==> src/rtl/uart_pkg.sv <==
// Shared definitions for the UART transmit-side scheduling logic.
package uart_pkg;

  typedef enum logic [2:0] {
    ST_IDLE      = 3'd0,
    ST_LAUNCH    = 3'd1,
    ST_WAIT_BUSY = 3'd2,
    ST_WAIT_DONE = 3'd3,
    ST_RECFG     = 3'd4
  } tx_sched_state_t;

  // baud_controller rate codes
  localparam logic [2:0] BAUD_9600   = 3'd0;
  localparam logic [2:0] BAUD_19200  = 3'd1;
  localparam logic [2:0] BAUD_38400  = 3'd2;
  localparam logic [2:0] BAUD_57600  = 3'd3;
  localparam logic [2:0] BAUD_115200 = 3'd4;
  localparam logic [2:0] BAUD_230400 = 3'd5;
  localparam logic [2:0] BAUD_460800 = 3'd6;
  localparam logic [2:0] BAUD_921600 = 3'd7;

  localparam int unsigned DEF_BUSY_TIMEOUT = 16;

endpackage

==> src/rtl/uart_rr_pick.sv <==
// Combinational round-robin picker: first set request searching upward from ptr+1.
module uart_rr_pick #(
  parameter int unsigned N_REQ = 4,
  parameter int unsigned IW    = 2
) (
  input  logic [N_REQ-1:0] req,
  input  logic [IW-1:0]    ptr,
  output logic [N_REQ-1:0] gnt,
  output logic [IW-1:0]    idx,
  output logic             vld
);

  logic [IW-1:0] cand;

  always_comb begin
    gnt  = '0;
    idx  = '0;
    vld  = 1'b0;
    cand = '0;
    for (int unsigned i = 1; i <= N_REQ; i++) begin
      cand = IW'((32'(ptr) + i) % N_REQ);
      if (!vld && req[cand]) begin
        vld       = 1'b1;
        idx       = cand;
        gnt[cand] = 1'b1;
      end
    end
  end

endmodule

==> src/rtl/uart_tx_scheduler.sv <==
// Round-robin sharing of one uart_transmitter between N_REQ byte sources,
// with baud changes applied only between frames.
module uart_tx_scheduler
  import uart_pkg::*;
#(
  parameter int unsigned N_REQ        = 4,
  parameter int unsigned BUSY_TIMEOUT = DEF_BUSY_TIMEOUT,
  parameter logic [2:0]  BAUD_RESET   = BAUD_9600
) (
  input  logic               clock,
  input  logic               reset,
  input  logic [N_REQ-1:0]   REQ,
  input  logic [8*N_REQ-1:0] REQ_DATA,
  output logic [N_REQ-1:0]   GNT,
  output logic [N_REQ-1:0]   DONE,
  output logic               ERR,
  input  logic               CFG_WR,
  input  logic [2:0]         CFG_BAUD,
  output logic [7:0]         Tx_DATA,
  output logic               Tx_WR,
  input  logic               Tx_BUSY,
  output logic               Tx_EN,
  output logic [2:0]         baud_select
);

  localparam int unsigned IW = (N_REQ > 1) ? $clog2(N_REQ) : 1;

  tx_sched_state_t state_q, state_d;
  logic [N_REQ-1:0] gnt_q, gnt_d;
  logic [N_REQ-1:0] done_q, done_d;
  logic [IW-1:0]    win_q, win_d;
  logic [IW-1:0]    ptr_q, ptr_d;
  logic [7:0]       data_q, data_d;
  logic [7:0]       cnt_q, cnt_d;
  logic [2:0]       baud_q, baud_d;
  logic [2:0]       pend_val_q, pend_val_d;
  logic             pend_q, pend_d;
  logic             en_q;
  logic             err;

  logic [N_REQ-1:0] pick_gnt;
  logic [IW-1:0]    pick_idx;
  logic             pick_vld;

  uart_rr_pick #(
    .N_REQ (N_REQ),
    .IW    (IW)
  ) u_pick (
    .req (REQ),
    .ptr (ptr_q),
    .gnt (pick_gnt),
    .idx (pick_idx),
    .vld (pick_vld)
  );

  always_ff @(posedge clock) begin
    if (reset) begin
      state_q    <= ST_IDLE;
      gnt_q      <= '0;
      done_q     <= '0;
      win_q      <= '0;
      ptr_q      <= IW'(N_REQ - 1);
      data_q     <= '0;
      cnt_q      <= '0;
      baud_q     <= BAUD_RESET;
      pend_val_q <= '0;
      pend_q     <= 1'b0;
      en_q       <= 1'b0;
    end else begin
      state_q    <= state_d;
      gnt_q      <= gnt_d;
      done_q     <= done_d;
      win_q      <= win_d;
      ptr_q      <= ptr_d;
      data_q     <= data_d;
      cnt_q      <= cnt_d;
      baud_q     <= baud_d;
      pend_val_q <= pend_val_d;
      pend_q     <= pend_d;
      en_q       <= 1'b1;
    end
  end

  always_comb begin
    state_d    = state_q;
    gnt_d      = gnt_q;
    done_d     = '0;
    win_d      = win_q;
    ptr_d      = ptr_q;
    data_d     = data_q;
    cnt_d      = cnt_q;
    baud_d     = baud_q;
    pend_val_d = pend_val_q;
    pend_d     = pend_q;
    err        = 1'b0;

    if (CFG_WR) begin
      pend_val_d = CFG_BAUD;
      pend_d     = 1'b1;
    end

    unique case (state_q)
      ST_IDLE: begin
        // A same-cycle CFG_WR counts as pending so reconfiguration wins the tie.
        if (pend_q || CFG_WR) begin
          state_d = ST_RECFG;
        end else if (pick_vld) begin
          gnt_d = pick_gnt;
          win_d = pick_idx;
          for (int unsigned i = 0; i < N_REQ; i++) begin
            if (pick_gnt[i]) data_d = REQ_DATA[8*i +: 8];
          end
          state_d = ST_LAUNCH;
        end
      end
      ST_LAUNCH: begin
        cnt_d   = '0;
        state_d = ST_WAIT_BUSY;
      end
      ST_WAIT_BUSY: begin
        if (Tx_BUSY) begin
          state_d = ST_WAIT_DONE;
        end else if (cnt_q == 8'(BUSY_TIMEOUT - 1)) begin
          err     = 1'b1;
          gnt_d   = '0;
          ptr_d   = win_q;
          state_d = ST_IDLE;
        end else begin
          cnt_d = cnt_q + 8'd1;
        end
      end
      ST_WAIT_DONE: begin
        // DONE is registered, so the state holds one extra cycle with GNT still high.
        if (done_q != '0) begin
          gnt_d   = '0;
          ptr_d   = win_q;
          state_d = ST_IDLE;
        end else if (!Tx_BUSY) begin
          done_d = gnt_q;
        end
      end
      ST_RECFG: begin
        baud_d  = pend_val_q;
        pend_d  = CFG_WR;
        state_d = ST_IDLE;
      end
      default: state_d = ST_IDLE;
    endcase
  end

  assign GNT         = gnt_q;
  assign DONE        = done_q;
  assign ERR         = err;
  assign Tx_DATA     = data_q;
  assign Tx_WR       = (state_q == ST_LAUNCH);
  assign Tx_EN       = en_q && (state_q != ST_RECFG);
  assign baud_select = baud_q;

endmodule
==> config.mk <==
export PLATFORM = sky130hd
export DESIGN_NAME = uart_tx_scheduler
export DESIGN_NICKNAME = d
export VERILOG_FILES = /design/src/rtl/uart_pkg.sv /design/src/rtl/uart_rr_pick.sv /design/src/rtl/uart_tx_scheduler.sv
export SDC_FILE = /design/constraint.sdc
export NUM_CORES = 1
export LEC_CHECK = 0
export CELL_PAD_IN_SITES_DETAIL_PLACEMENT = 1
export CELL_PAD_IN_SITES_GLOBAL_PLACEMENT = 2
export CORE_ASPECT_RATIO = 1.4
export CORE_MARGIN = 2
export CORE_UTILIZATION = 31
export CTS_CLUSTER_SIZE = 25
export DETAILED_ROUTE_END_ITERATION = 7
export PLACE_DENSITY_LB_ADDON = 0.1
export REMOVE_ABC_BUFFERS = 1
export SKIP_LAST_GASP = 1
export SLEW_MARGIN = 0
export SYNTH_ARGS = -nofsm -noshare
export SYNTH_HDL_FRONTEND = slang
export SYNTH_HIERARCHICAL = 1
export SYNTH_SLANG_ARGS = --single-unit
export TNS_END_PERCENT = 100
==> constraint.sdc <==
create_clock -name clock -period 7.7 [get_ports clock]
set_input_delay 1.155 -clock clock [delete_from_list [all_inputs] [get_ports clock]]
set_output_delay 1.155 -clock clock [all_outputs]
set_load 0.02 [all_outputs]
* After elaboration in Yosys (flattened, before gate mapping)
Cells that the tools add are included.
** Word-level totals
- Register bits :: 39
- Output and inout bits :: 22
- Logic and storage cells :: 126
- Input port bits :: 43
** Operators by class
- Mux-type cells :: 57
- $lt $le $gt $ge :: 8
- Bitwise gates (word level) :: 5
- Reductions and logical operators :: 26
- Add/subtract/negate cells :: 5
- Eq/ne operators :: 14
** Operators with widths (count)
- $mux 8 :: 6
- $mux 4 :: 9
- $mux 1 :: 18
- $pmux 8 s2 :: 1
- $mux 3 :: 5
- $mux 2 :: 7
- $lt 2x3->1 const B :: 4
- $ne 2x2->1 const B :: 6
- $or 4x4->4 :: 3
- $pmux 3 s4 :: 1
- $pmux 4 s3 :: 1
- $ne 3x3->1 const B :: 3
- $reduce_and 3->1 :: 3
- $add 8x1->8 const B :: 1
- $bmux 1 s2 :: 4
- $demux 1 s2 :: 4
- $eq 8x4->1 const B :: 1
- $ge 2x1->1 const B :: 4
- $logic_and 1x1->1 :: 8
- $reduce_and 4->1 :: 2
- $reduce_bool 4->1 :: 2
- $eq 3x2->1 const B :: 2
- $reduce_and 6->1 :: 1
- $reduce_bool 2->1 :: 3
- other kinds (11) :: 16

* Logic depth before layout (Yosys ltp)
- Word-level depth :: 17
- Depth in mapped cells :: 15
- Gate-level depth less buffers :: 10

* Cells and area by module
The synthesis kept the hierarchy.
** By module, submodules not included
- uart_tx_scheduler :: cells an instance 209, times used 1, area an instance 1889.3 µm², sequential area each 780.7 µm²
- uart_rr_pick :: cells an instance 86, times used 1, area an instance 629.4 µm², sequential area each 0.0 µm²

* Least setup slack after synthesis
No wires, ideal clock.
- Path kind :: input to register
- From :: input REQ[1]
- To :: register data_q[0] (netlist: Tx_DATA[0])
- Required time :: 7614 ps
- Stages :: 11
- Buffers on the path :: 4
- Library setup time :: 86 ps
- Setup slack :: 4001 ps
- Data arrival time :: 3613 ps
- Cell sequence :: buf_2 mux4_2 nand4_1 o31ai_1 or3_1 buf_2 or4_1 buf_2 and2_1 buf_6 a211oi_1
** On the way
- Elaborated cells between the ends (all ways) :: 30
- Those cells by class :: mux (19); bitwise (3); reduce/logical (8)
** RTL lines
- start: declaration :: RTL line uart_tx_scheduler.sv:12 : input logic [N_REQ-1:0] REQ,
- $bmux 1 s2 :: RTL line uart_rr_pick.sv:22 : if (!vld && req[cand]) begin
- $mux 1 (not written as such) :: RTL line uart_rr_pick.sv:22
- $mux 1 :: RTL line uart_rr_pick.sv:22
- $logic_not 1->1 :: RTL line uart_rr_pick.sv:22
- $logic_and 1x1->1 :: RTL line uart_rr_pick.sv:22
- $mux 1 :: RTL line uart_rr_pick.sv:22
- $logic_not 1->1 :: RTL line uart_rr_pick.sv:22
- $logic_and 1x1->1 :: RTL line uart_rr_pick.sv:22
- $mux 1 :: RTL line uart_rr_pick.sv:22
- $logic_not 1->1 :: RTL line uart_rr_pick.sv:22
- $logic_and 1x1->1 :: RTL line uart_rr_pick.sv:22
- $mux 4 * :: RTL line uart_rr_pick.sv:22
- net pick_gnt[2] :: RTL line uart_tx_scheduler.sv:41 : logic [N_REQ-1:0] pick_gnt;
- $reduce_bool 4->1 (no source line) or $mux 8 (tied branches)
- $reduce_and 4->1 (no source line) or $mux 8 (tied branches)
- end signal: assignment :: RTL line uart_tx_scheduler.sv:75 : data_q <= data_d;
- end: declaration :: RTL line uart_tx_scheduler.sv:33 : logic [7:0] data_q, data_d;
The timed path passes the listed nets; every way through them passes the cells marked *. The select of a mux whose other input is x is not followed.
A chain may end at the register's enable or synchronous reset.

* Worst setup path in the final report
- From :: input REQ[0]
- To :: register data_q[0] (netlist: Tx_DATA[0])
** On the way
- Longest elaborated chain between the ends :: 15
- Elaborated cells between the ends (all ways) :: 30
- Those cells by class :: mux (19); bitwise (3); reduce/logical (8)
** Ends and longest elaborated chain
- $bmux 1 s2 :: RTL line uart_rr_pick.sv:22
- $mux 1 (not written as such) :: RTL line uart_rr_pick.sv:22
- $mux 1 :: RTL line uart_rr_pick.sv:22
- $logic_not 1->1 :: RTL line uart_rr_pick.sv:22
- $logic_and 1x1->1 :: RTL line uart_rr_pick.sv:22
- $mux 1 :: RTL line uart_rr_pick.sv:22
- $logic_not 1->1 :: RTL line uart_rr_pick.sv:22
- $logic_and 1x1->1 :: RTL line uart_rr_pick.sv:22
- $mux 1 :: RTL line uart_rr_pick.sv:22
- $logic_not 1->1 :: RTL line uart_rr_pick.sv:22
- $logic_and 1x1->1 :: RTL line uart_rr_pick.sv:22
- $mux 4 * :: RTL line uart_rr_pick.sv:22
- net pick_gnt[1] :: RTL line uart_tx_scheduler.sv:41
- $mux 8 (3 in a row) :: RTL line uart_tx_scheduler.sv:111 : if (pick_gnt[i]) data_d = REQ_DATA[8*i +: 8];
Marks and branches as above.

==> qor.csv <==
metric,value,unit
Worst Path Max Fanout,16,
Setup Total Neg Slack,0,ps
Cell Pwr Density,149.7,nW/um^2
Hold Fails Final Rpt,0,
Yosys reg bits,39,
fin nets,397,
syn_area_per_cell,8.538,sq um
register area share after synthesis,0.3100,
Slew HR,0.5336,
setup violators final,0,
Post-CTS Setup Repair Bufs,0,
Setup CP Type,input pin to register,
crit path from,REQ[0],
post-route ant nets,0,
vias per inst,5.472,
wire per inst,16.62,microns
type of origin of the critical path,input pin,
CTS root buf,clkbuf_8,
CTS Hold Bufs,0,
Final min period,4439,ps
Fillers,954,
hpwl dp,5.633,mm
GRT Residual Overflow,0,
Die X,80.18,microns
sequential cell area,780.7,sq um
Synth Cell Area,2519,sq um
DR DRC count,0,
Die Span Y,110.7,microns
hold wc startpoint,win_q[0],
number of core rows,38,
Die ar.,8872,sq um
VDD IR max,0.09915,mV
CTS tree,done,
crit share post-route,0.5764,
max cap viols,0,
most frequent cells in the layout,"clkdlybuf4s50_1, dfxtp_1, nand2_1",
1st-iter DRT viols,83,
Slew Limit Fails,0,
Highest Clock Rate,225.3,MHz
"commonest non-fill, non-tap cell in the layout",clkdlybuf4s50_1,
Worst Max-Slew Pin Slew,693.2,ps
dpl ws,2989,ps
Clock Latency Late Sink,280,ps
overall global routing resource usage,0.1718,
number of distinct library cells after synthesis,49,
Lkg Pwr,1.186,nW
1st-pass router iterations,4,
RR Startpoint,ptr_q[1],
final instance area,3267,sq um
area of the core,7797,sq um
status,finished clean,
CP Capture Type,register,
PortBufs,64,
antenna violations before repair,0,
initial core utilization,0.3230,
number of global-route vias before repair,2535,
depth of the CTS H-tree,2,
"Req. time, crit path",7900,ps
placer congestion estimate,0.8260,
Bufs on Longest Clock Path,2,
via count,2435,
largest net degree at the start of global routing,36,
RSZ-0062 raised after global routing,false,
clock slew at reported path FFs,80,ps
combined area of the multi-input logic cells,1573,sq um
Yosys Warn Count,6,
first-pass GRT wire length,12.34,mm
CP arrival,4640,ps
antenna diode count,0,
Final Skew,3.731,ps
# IOs,65,
Fin Hold WS,469.7,ps
Post-CTS Resized,0,
layout cell share with drive strength beyond 1,0.05797,
dpl cell area,3179,sq um
Setup WS post-layout,3261,ps
HP Class,register to register,
layout overhead on the synthesized area,29.71,%
Syn Inst Count,295,
total CTS buffers,5,
CTS Sinks,39,
WL final,7.396,mm
layout make-up:
type | instances | area share
Multi-Input combinational cell | 221 | 0.4814
Sequential cell | 39 | 0.2390
Timing Repair Buffer | 66 | 0.2007
Tap cell | 100 | 0.03830
Clock buffer | 6 | 0.02528
Inverter | 12 | 0.01379
Clock inverter | 1 | 0.001532
where the power goes:
part / switching (mW) / internal [mW] / total, mW
logic: 0.0665 / 0.0608 / 0.127
clock network: 0.0697 / 0.0703 / 0.140
registers: 0.00960 / 0.212 / 0.222
total: 0.146 / 0.343 / 0.489
routing by layer:
| layer | track usage | up-vias | part of all wire |
|---|---|---|---|
| met5 | 0 | - | 0 |
| li1 | - | 1198 | - |
| met2 | 0.3161 | 46 | 0.55 |
| met4 | 0.04972 | 0 | 0.0097 |
| met3 | 0.01873 | 4 | 0.025 |
| met1 | 0.2041 | 1187 | 0.42 |
per-stage QoR:
stage            util  cells  total power, mW
4_1_cts        0.4190    445           0.4993
3_3_place_gp   0.4077    438           0.3544
2_1_floorplan       -    272           0.2933
5_1_grt        0.4190    445           0.5178
3_5_place_dp   0.4077    438           0.3555
6_report       0.4190    445           0.4892
critical path: stages:
cell	delay, ps
clkdlybuf4s50_1	610
mux4_2	700
nand4_1	150
o31ai_1	80
a2111o_1	620
or4_1	780
and2_1	330
a211oi_1	220
cells in the mapped netlist, drive strengths merged:
master / n / area, sq um
dfxtp: 39 / 780.8
nand2: 30 / 112.6
a21oi: 27 / 135.1
mux2i: 25 / 250.2
nor2: 15 / 56.30
a211oi: 13 / 97.59
buf: 12 / 78.82
inv: 12 / 45.04
clkbuf: 11 / 41.29
o21ai: 11 / 55.05
ha: 9 / 112.6
a311oi: 8 / 70.07
nand4: 7 / 43.79
and3: 6 / 37.54
nand3: 6 / 30.03
a31oi: 5 / 31.28
and2: 5 / 31.28
o31ai: 5 / 51.30
or3: 5 / 31.28
a2111o: 4 / 45.04
nand2b: 4 / 25.02
a21boi: 3 / 26.27
a311o: 3 / 30.03
nor3b: 3 / 27.52
nor4: 3 / 18.77
or4: 3 / 26.27
a211o: 2 / 17.52
mux4: 2 / 45.04
nor2b: 2 / 12.51
or3b: 2 / 17.52
a221oi: 1 / 8.760
a41o: 1 / 10.01
mux2: 1 / 11.26
nand3b: 1 / 7.510
nand4bb: 1 / 11.26
nor3: 1 / 5.000
nor4b: 1 / 23.77
nor4bb: 1 / 10.01
o211a: 1 / 10.01
o211ai: 1 / 12.51
o21a: 1 / 7.510
o221ai: 1 / 8.760
o311ai: 1 / 8.760
cell families (layout without fill, tap and decap cells):
kind of cell             count (synthesis)  count (layout)  share of synthesized area
AND/OR/NAND/NOR                         96              96                     0.2096
AO/OA/AOI/OAI                           88              88                     0.2484
adder cells (fa/ha/maj)                  9               9                    0.04471
flip-flops                              39              39                     0.3100
multiplexers                            28              28                     0.1217
buffers and inverters                   35              85                    0.06557
sequential cells by signal (all words and copies together) (netlist names):
register,cells
pend_q,1
win_q,2
DONE,4
pend_val_q,3
en_q,1
GNT,4
cnt_q,8
state_q,3
ptr_q,2
Tx_DATA,8
baud_select,3
worst paths after layout:
kind | to | slack [ps] | cells past startpoint
setup reg to reg | Tx_DATA[0] | 3500 | 9
hold reg to reg | win_q[0] | 470 | 2
hold / removal | win_q[0] | 470 | 2
setup / recovery | Tx_DATA[0] | 3260 | 8
(Power assumes the default switching activity.)
